--- src/rtl/uart_tx_sequencer_if.sv ---
// uart_tx_sequencer_if
//   CPU-side data/status bundle of the UART transmit sequencer.
//   master : CPU/register side, drives BAUDDIV, WDATA, WE, CLROVR.
//   slave  : sequencer side, drives TX, BUSY, EMPTY, FULL, OVR, TXDONE.
interface uart_tx_sequencer_if;
  logic [7:0] BAUDDIV;
  logic [7:0] WDATA;
  logic       WE;
  logic       CLROVR;
  logic       TX;
  logic       BUSY;
  logic       EMPTY;
  logic       FULL;
  logic       OVR;
  logic       TXDONE;

  modport master (
    output BAUDDIV, WDATA, WE, CLROVR,
    input  TX, BUSY, EMPTY, FULL, OVR, TXDONE
  );

  modport slave (
    input  BAUDDIV, WDATA, WE, CLROVR,
    output TX, BUSY, EMPTY, FULL, OVR, TXDONE
  );
endinterface

--- src/rtl/uart_tx_sequencer.sv ---
// uart_tx_sequencer
//   Transmit-side UART controller: byte FIFO, baud down-counter and a
//   start/data/stop frame sequencer.
//   Ports:
//     CLK  - system clock, rising edge
//     RST  - synchronous reset, active-high
//     bus  - uart_tx_sequencer_if.slave (BAUDDIV, WDATA, WE, CLROVR in;
//            TX, BUSY, EMPTY, FULL, OVR, TXDONE out)
//   Build option:
//     PARITY_EN - when defined, an even-parity bit is sent between the
//                 last data bit and the stop bit.
//
//   state    | meaning
//   ---------+---------------------------------------------------------
//   S_IDLE   | line idle (TX=1); pops the FIFO head when not empty
//   S_START  | start bit (TX=0)
//   S_DATA   | data bits, LSB first, TX=shift[0]
//   S_PARITY | even parity of the data byte (PARITY_EN builds only)
//   S_STOP   | stop bit (TX=1); TXDONE in its last cycle, may chain
module uart_tx_sequencer #(
  parameter int FIFO_DEPTH = 4,
  parameter int DATA_BITS  = 8
) (
  input logic               CLK,
  input logic               RST,
  uart_tx_sequencer_if.slave bus
);

  localparam int PTR_W = $clog2(FIFO_DEPTH);
  localparam int CNT_W = PTR_W + 1;
  localparam int IDX_W = (DATA_BITS > 1) ? $clog2(DATA_BITS) : 1;

  typedef enum logic [2:0] {
    S_IDLE,
    S_START,
    S_DATA,
`ifdef PARITY_EN
    S_PARITY,
`endif
    S_STOP
  } state_t;

  logic [7:0]           mem_q [FIFO_DEPTH];
  logic [PTR_W-1:0]     wr_ptr_q, wr_ptr_d;
  logic [PTR_W-1:0]     rd_ptr_q, rd_ptr_d;
  logic [CNT_W-1:0]     count_q, count_d;
  logic                 ovr_q, ovr_d;

  state_t               state_q, state_d;
  logic [7:0]           baud_cnt_q, baud_cnt_d;
  logic [DATA_BITS-1:0] shift_q, shift_d;
  logic [IDX_W-1:0]     bit_idx_q, bit_idx_d;
  logic                 tx_q, tx_d;
  logic                 busy_q, busy_d;
  logic                 txdone_q, txdone_d;
`ifdef PARITY_EN
  logic                 parity_q, parity_d;
`endif

  logic                 fifo_empty;
  logic                 fifo_full;
  logic                 push;
  logic                 pop;
  logic                 bit_end;
  logic [7:0]           head;

  assign fifo_empty = (count_q == '0);
  assign fifo_full  = (count_q == CNT_W'(FIFO_DEPTH));
  assign head       = mem_q[rd_ptr_q];
  assign bit_end    = (baud_cnt_q == 8'd0);
  assign push       = bus.WE && !fifo_full;

  // Frame sequencer next-state logic
  always_comb begin
    state_d    = state_q;
    baud_cnt_d = baud_cnt_q;
    shift_d    = shift_q;
    bit_idx_d  = bit_idx_q;
    tx_d       = tx_q;
    pop        = 1'b0;
`ifdef PARITY_EN
    parity_d   = parity_q;
`endif

    if (state_q != S_IDLE && !bit_end) begin
      baud_cnt_d = baud_cnt_q - 8'd1;
    end

    case (state_q)
      S_IDLE: begin
        tx_d = 1'b1;
        pop  = !fifo_empty;
      end
      S_START: begin
        if (bit_end) begin
          state_d    = S_DATA;
          baud_cnt_d = bus.BAUDDIV;
          tx_d       = shift_q[0];
        end
      end
      S_DATA: begin
        if (bit_end) begin
          baud_cnt_d = bus.BAUDDIV;
          shift_d    = shift_q >> 1;
          bit_idx_d  = bit_idx_q + IDX_W'(1);
          if (bit_idx_q == IDX_W'(DATA_BITS - 1)) begin
`ifdef PARITY_EN
            state_d = S_PARITY;
            tx_d    = parity_q;
`else
            state_d = S_STOP;
            tx_d    = 1'b1;
`endif
          end else begin
            tx_d = shift_d[0];
          end
        end
      end
`ifdef PARITY_EN
      S_PARITY: begin
        if (bit_end) begin
          state_d    = S_STOP;
          baud_cnt_d = bus.BAUDDIV;
          tx_d       = 1'b1;
        end
      end
`endif
      S_STOP: begin
        if (bit_end) begin
          // Chain straight into the next start bit when data is waiting.
          pop     = !fifo_empty;
          state_d = S_IDLE;
          tx_d    = 1'b1;
        end
      end
      default: begin
        state_d = S_IDLE;
        tx_d    = 1'b1;
      end
    endcase

    if (pop) begin
      state_d    = S_START;
      shift_d    = head[DATA_BITS-1:0];
      bit_idx_d  = '0;
      baud_cnt_d = bus.BAUDDIV;
      tx_d       = 1'b0;
`ifdef PARITY_EN
      parity_d   = ^head[DATA_BITS-1:0];
`endif
    end

    busy_d   = (state_d != S_IDLE);
    // Registered pulse: high exactly while the stop counter reads 0.
    txdone_d = (state_d == S_STOP) && (baud_cnt_d == 8'd0);
  end

  // FIFO bookkeeping
  always_comb begin
    count_d  = count_q;
    wr_ptr_d = wr_ptr_q;
    rd_ptr_d = rd_ptr_q;
    ovr_d    = ovr_q;

    if (push && !pop) begin
      count_d = count_q + CNT_W'(1);
    end else if (!push && pop) begin
      count_d = count_q - CNT_W'(1);
    end
    if (push) begin
      wr_ptr_d = wr_ptr_q + PTR_W'(1);
    end
    if (pop) begin
      rd_ptr_d = rd_ptr_q + PTR_W'(1);
    end

    // A dropped write wins over a simultaneous clear.
    if (bus.WE && fifo_full) begin
      ovr_d = 1'b1;
    end else if (bus.CLROVR) begin
      ovr_d = 1'b0;
    end
  end

  always_ff @(posedge CLK) begin
    if (RST) begin
      state_q    <= S_IDLE;
      baud_cnt_q <= 8'd0;
      shift_q    <= '0;
      bit_idx_q  <= '0;
      tx_q       <= 1'b1;
      busy_q     <= 1'b0;
      txdone_q   <= 1'b0;
      count_q    <= '0;
      wr_ptr_q   <= '0;
      rd_ptr_q   <= '0;
      ovr_q      <= 1'b0;
`ifdef PARITY_EN
      parity_q   <= 1'b0;
`endif
    end else begin
      state_q    <= state_d;
      baud_cnt_q <= baud_cnt_d;
      shift_q    <= shift_d;
      bit_idx_q  <= bit_idx_d;
      tx_q       <= tx_d;
      busy_q     <= busy_d;
      txdone_q   <= txdone_d;
      count_q    <= count_d;
      wr_ptr_q   <= wr_ptr_d;
      rd_ptr_q   <= rd_ptr_d;
      ovr_q      <= ovr_d;
`ifdef PARITY_EN
      parity_q   <= parity_d;
`endif
    end
  end

  // Storage needs no reset; validity is tracked by count_q.
  always_ff @(posedge CLK) begin
    if (push) begin
      mem_q[wr_ptr_q] <= bus.WDATA;
    end
  end

  assign bus.TX     = tx_q;
  assign bus.BUSY   = busy_q;
  assign bus.TXDONE = txdone_q;
  assign bus.EMPTY  = fifo_empty;
  assign bus.FULL   = fifo_full;
  assign bus.OVR    = ovr_q;

endmodule

--- src/flat_wrapper.sv ---
// flat-port wrapper written by rule: the top's interface ports become plain ports
module uart_tx_sequencer_flat 
#(
  parameter int FIFO_DEPTH = 4,
  parameter int DATA_BITS  = 8
)
  (CLK, RST, bus_BAUDDIV, bus_WDATA, bus_WE, bus_CLROVR, bus_TX, bus_BUSY, bus_EMPTY, bus_FULL, bus_OVR, bus_TXDONE);
  uart_tx_sequencer_if bus_i ();
  input logic CLK;
  input logic RST;
  input wire logic [$bits(bus_i.BAUDDIV)-1:0] bus_BAUDDIV;
  input wire logic [$bits(bus_i.WDATA)-1:0] bus_WDATA;
  input wire logic [$bits(bus_i.WE)-1:0] bus_WE;
  input wire logic [$bits(bus_i.CLROVR)-1:0] bus_CLROVR;
  output wire logic [$bits(bus_i.TX)-1:0] bus_TX;
  output wire logic [$bits(bus_i.BUSY)-1:0] bus_BUSY;
  output wire logic [$bits(bus_i.EMPTY)-1:0] bus_EMPTY;
  output wire logic [$bits(bus_i.FULL)-1:0] bus_FULL;
  output wire logic [$bits(bus_i.OVR)-1:0] bus_OVR;
  output wire logic [$bits(bus_i.TXDONE)-1:0] bus_TXDONE;
  assign bus_i.BAUDDIV = bus_BAUDDIV;
  assign bus_i.WDATA = bus_WDATA;
  assign bus_i.WE = bus_WE;
  assign bus_i.CLROVR = bus_CLROVR;
  assign bus_TX = bus_i.TX;
  assign bus_BUSY = bus_i.BUSY;
  assign bus_EMPTY = bus_i.EMPTY;
  assign bus_FULL = bus_i.FULL;
  assign bus_OVR = bus_i.OVR;
  assign bus_TXDONE = bus_i.TXDONE;
  uart_tx_sequencer #(.FIFO_DEPTH(FIFO_DEPTH), .DATA_BITS(DATA_BITS)) u_core (.CLK(CLK), .RST(RST), .bus(bus_i));
endmodule
--- config.mk ---
export PLATFORM = sky130hd
export DESIGN_NAME = uart_tx_sequencer_flat
export DESIGN_NICKNAME = d
export VERILOG_FILES = /design/src/rtl/uart_tx_sequencer_if.sv /design/src/rtl/uart_tx_sequencer.sv /design/src/flat_wrapper.sv
export SDC_FILE = /design/constraint.sdc
export NUM_CORES = 1
export LEC_CHECK = 0
export BUFFER_PORTS_ARGS = -buffer_cell sky130_fd_sc_hd__buf_4
export CAP_MARGIN = 20
export CORE_MARGIN = 8
export CORE_UTILIZATION = 59
export DETAILED_ROUTE_END_ITERATION = 16
export GPL_ROUTABILITY_DRIVEN = 0
export PLACE_DENSITY_LB_ADDON = 0.3
export SYNTH_ARGS = -nofsm -noshare
export SYNTH_HDL_FRONTEND = slang
export SYNTH_SLANG_ARGS = --single-unit
--- constraint.sdc ---
create_clock -name CLK -period 3.25 [get_ports CLK]
set_input_delay 0.1625 -clock CLK [delete_from_list [all_inputs] [get_ports CLK]]
set_output_delay 0.1625 -clock CLK [all_outputs]
set_load 0.1 [all_outputs]
==> impl_metrics.csv <==
group,metric,value,unit
sta,period_needed,2800,ps
clock_tree,worstSkewPairLatency,340,ps
clock_tree,cts.reportedPaths.clkPinSlew,80,ps
logic_synthesis,avgSynthCellArea,11.9,um^2
detailed_routing,drcViolationCount,0,
finish,final_util,68.6,%
clock_tree,h-tree-depth,3,
placed_design,portBuffers,25,
floorplanning,core_area,5010,um^2
pwr,leakagePower,1.22,nW
pwr,intPower,1.91,mW
sta,tns,0,ps
worst_hold_path,hold_path.class,"in2reg",
global_routing,grt_max_degree,33,
sta,finalHoldWorstSlack,14.0,ps
critical_path,crit_chain,"inv_1 -> ha_1 -> nor3b_1 -> nand4_1 -> a211oi_2 -> inv_1 -> ha_1 -> inv_1 -> fa_1 -> xor2_1 -> or3_1 -> a21oi_1",
outcome,status,"finished clean",
global_routing,antenna_found_initial,0,
pwr,power_density,924,nW/um^2
critical_path,cp.arrival,3070,ps
critical_path,path_class,"reg2reg",
clock_tree,postCtsSetupBuffers,0,
logic_synthesis,yosysWarnings,0,
pwr,pwr-share-seq,39.7,%
finish,layout-drive-gt1-share,22.1,%
logic_synthesis,synth_nets,281,
global_routing,grt_pass1_wl,9.19,mm
sta,tightestPinTransition,805,ps
critical_path,max_stage_delay,430,ps
pwr,p_total,3.18,mW
detailed_routing,viasPerCell,5.68,
logic_synthesis,synthFlopType,"dfxtp_1",
pwr,switching_share,39.9,%
global_routing,grt_pass1_vias,1988,
critical_path,crit_buf_inv,3,
placed_design,post-dp-hpwl,3.73,mm
sta,slew_violations,0,
finish,fillerInstances,400,
logic_synthesis,ys_seq_elements,67,
floorplanning,die_w,87.3,um
sta,slew_headroom,46.1,%
detailed_routing,drtAntennaViolNets,0,
logic_synthesis,yosysSeqAreaShare,55.4,%
clock_tree,clk_path_buf_depth,2,
sta,setup_viol,0,
floorplanning,die-area,7630,um^2
logic_synthesis,yosys.area.top_type,"edfxtp_1",
finish,antenna-diode-count,0,
finish,nNetsFinal,304,
detailed_routing,drtIter0Drc,121,
pwr,p_sw,1.27,mW
finish,syn_to_final_growth,14.5,%
logic_synthesis,syn_area,3000,um^2
logic_synthesis,synth_cell_type_count,49,
detailed_routing,drtPass1Iterations,4,
clock_tree,ctsHoldBuffers,0,
finish,design_area,3440,um^2
clock_tree,cts.sinks,67,
logic_synthesis,syn_inst,252,
critical_path,cpMostUsedCell,"inv_1",
critical_path,critPathMaxFanout,7,
global_routing,overflow,0,
logic_synthesis,synth_edf_count,32,
sta,fmax,357,MHz
critical_path,slowest_stage,"nor3b_1",
clock_tree,cts_root_buf,"clkbuf_8",
pwr,pwr-share-comb,37.9,%
sta,finClkSkew,7.45,ps
critical_path,crit_required,3520,ps
critical_path,endpoint_kind,"register",
clock_tree,cts_buffers,9,
critical_path,startpoint_type,"register",
detailed_routing,wire_per_inst,15.3,um
detailed_routing,wl,5.37,mm
critical_path,cpLargestDelayFamily,"simple AND/OR/NAND/NOR gates",
floorplanning,die_h,87.3,um
sta,fin_crit_sh,86.1,%
floorplanning,row_count,26,
flow_run,maxCapViolCount,0,
detailed_routing,vias,1987,
sta,rsz0062_at_grt,"false",
pwr,peakVddDrop,0.000621,V
logic_synthesis,netlist.area_leader.share,32.0,%
logic_synthesis,synthTopCellsByArea,"edfxtp_1 32%, dfxtp_1 23%, mux4_2 6.0%",
sta,hold_viol,0,
pwr,pwr-share-clk,22.5,%
floorplanning,ios,26,
floorplanning,initial_core_util,59.9,%
global_routing,grtUsageTotal,15.8,%
clock_tree,cts_tree,"built",
logic_synthesis,synth-async-reset-ratio,0,%
clock_tree,post_cts_resized,0,
placed_design,placed_area,3230,um^2
-- cell usage after synthesis, drive strengths merged, types with 2 or more instances --
cell and count:
or2 2, a21oi 13, buf 8, a31oi 2
or3 4, a22oi 5, nor3 10, xor2 4
nor4 3, clkbuf 7, o21ai 3, nor2b 2
nor2 29, nand3 2, edfxtp 32, mux2i 8
and2 4, a311oi 2, ha 8, xnor2 5
inv 7, nand2 14, o211ai 2, nand4 3
nor3b 3, o31ai 4, nor4b 3, a211oi 9
dfxtp 35, a21o 2, mux4 8
-- routing by layer --
metal | global-route usage [%] | wire [um]
met5 | 0 | 0
met4 | 9.22 | 112
met2 | 26.9 | 2710
met3 | 3.68 | 192
met1 | 17.7 | 2350
-- power by group through the flow --
stage / clock [mW] / sequential (mW) / combinational (mW)
floorplan: 0 / 1.24 / 1.03
global placement: 0 / 1.27 / 1.18
detailed placement: 0 / 1.28 / 1.20
CTS: 0.725 / 1.26 / 1.21
global route: 0.761 / 1.29 / 1.33
finish: 0.713 / 1.26 / 1.20
-- layout by cell type (no fill, tap or decap), drive strengths merged, types with 2 or more instances in the layout --
cell type	count
nand2	14
nor3b	3
nor4	3
inv	10
clkinv	3
xor2	4
a21oi	13
xnor2	5
buf	27
or2	2
or3	4
dfxtp	35
a311oi	2
o21ai	3
a21o	2
ha	8
nor4b	3
o31ai	4
mux2i	8
clkbuf	9
mux4	8
edfxtp	32
nand3	2
and2	4
nor2	29
a211oi	9
nor2b	2
a31oi	2
nor3	10
nand4	3
a22oi	5
o211ai	2
-- logic make-up (layout without fill, tap and decap cells) --
kind of cell | count (synthesis) | count (layout) | synth area share, %
AOI/OAI and AO/OA | 45 | 45 | 10.8
xor gates and xnor gates | 9 | 9 | 2.63
adders and majority gates | 9 | 9 | 4.00
buffers and inverters | 22 | 50 | 3.54
DFF | 67 | 67 | 55.4
muxes | 16 | 16 | 8.67
other | 1 | 1 | 0.125
and+or+nand+nor | 83 | 83 | 14.8
-- worst register-to-register path: stages, from the launching register on --
cell and delay [ps]:
dfxtp_1 360, inv_1 70, ha_1 260, nor3b_1 430, nand4_1 170, a211oi_2 270
inv_1 160, ha_1 250, inv_1 80, fa_1 170, xor2_1 70, or3_1 310
a21oi_1 140
-- layout make-up --
cell class,count,area [um^2],area share [%]
sequential,67,1660,48.3
multi-input combinational,163,1250,36.4
timing repair buffer,27,203,5.90
clock buffer,9,124,3.60
tap,70,87.6,2.55
clock inverter,7,85.1,2.48
inverter,7,26.3,0.764
-- stage by stage --
stage | worst slack (ps) | cells
2_1_floorplan | 276 | 252
3_3_place_gp | 615 | 334
3_5_place_dp | 521 | 334
4_1_cts | 473 | 350
5_1_grt | 151 | 350
6_report | 453 | 350
-- flip-flops by register name, indices dropped and copies added, names as in the netlist, 2 cells and up, named ones only --
name and flops:
u_core.mem_q 32, u_core.baud_cnt_q 8, u_core.shift_q 8, u_core.bit_idx_q 3, u_core.count_q 3, u_core.state_q 3, u_core.rd_ptr_q 2, u_core.wr_ptr_q 2
-- worst paths after layout --
check	startpoint	endpoint	slack [ps]	cells after the start
max	u_core.baud_cnt_q[0]	u_core.count_q[2]	450	12
min	bus_WDATA[7]	u_core.mem_q[0][7]	10	1
max reg2reg	u_core.baud_cnt_q[0]	u_core.count_q[2]	450	12
min reg2reg	u_core.shift_q[5]	u_core.shift_q[5]	460	2
No activity file was read; power rests on OpenSTA's default activity.
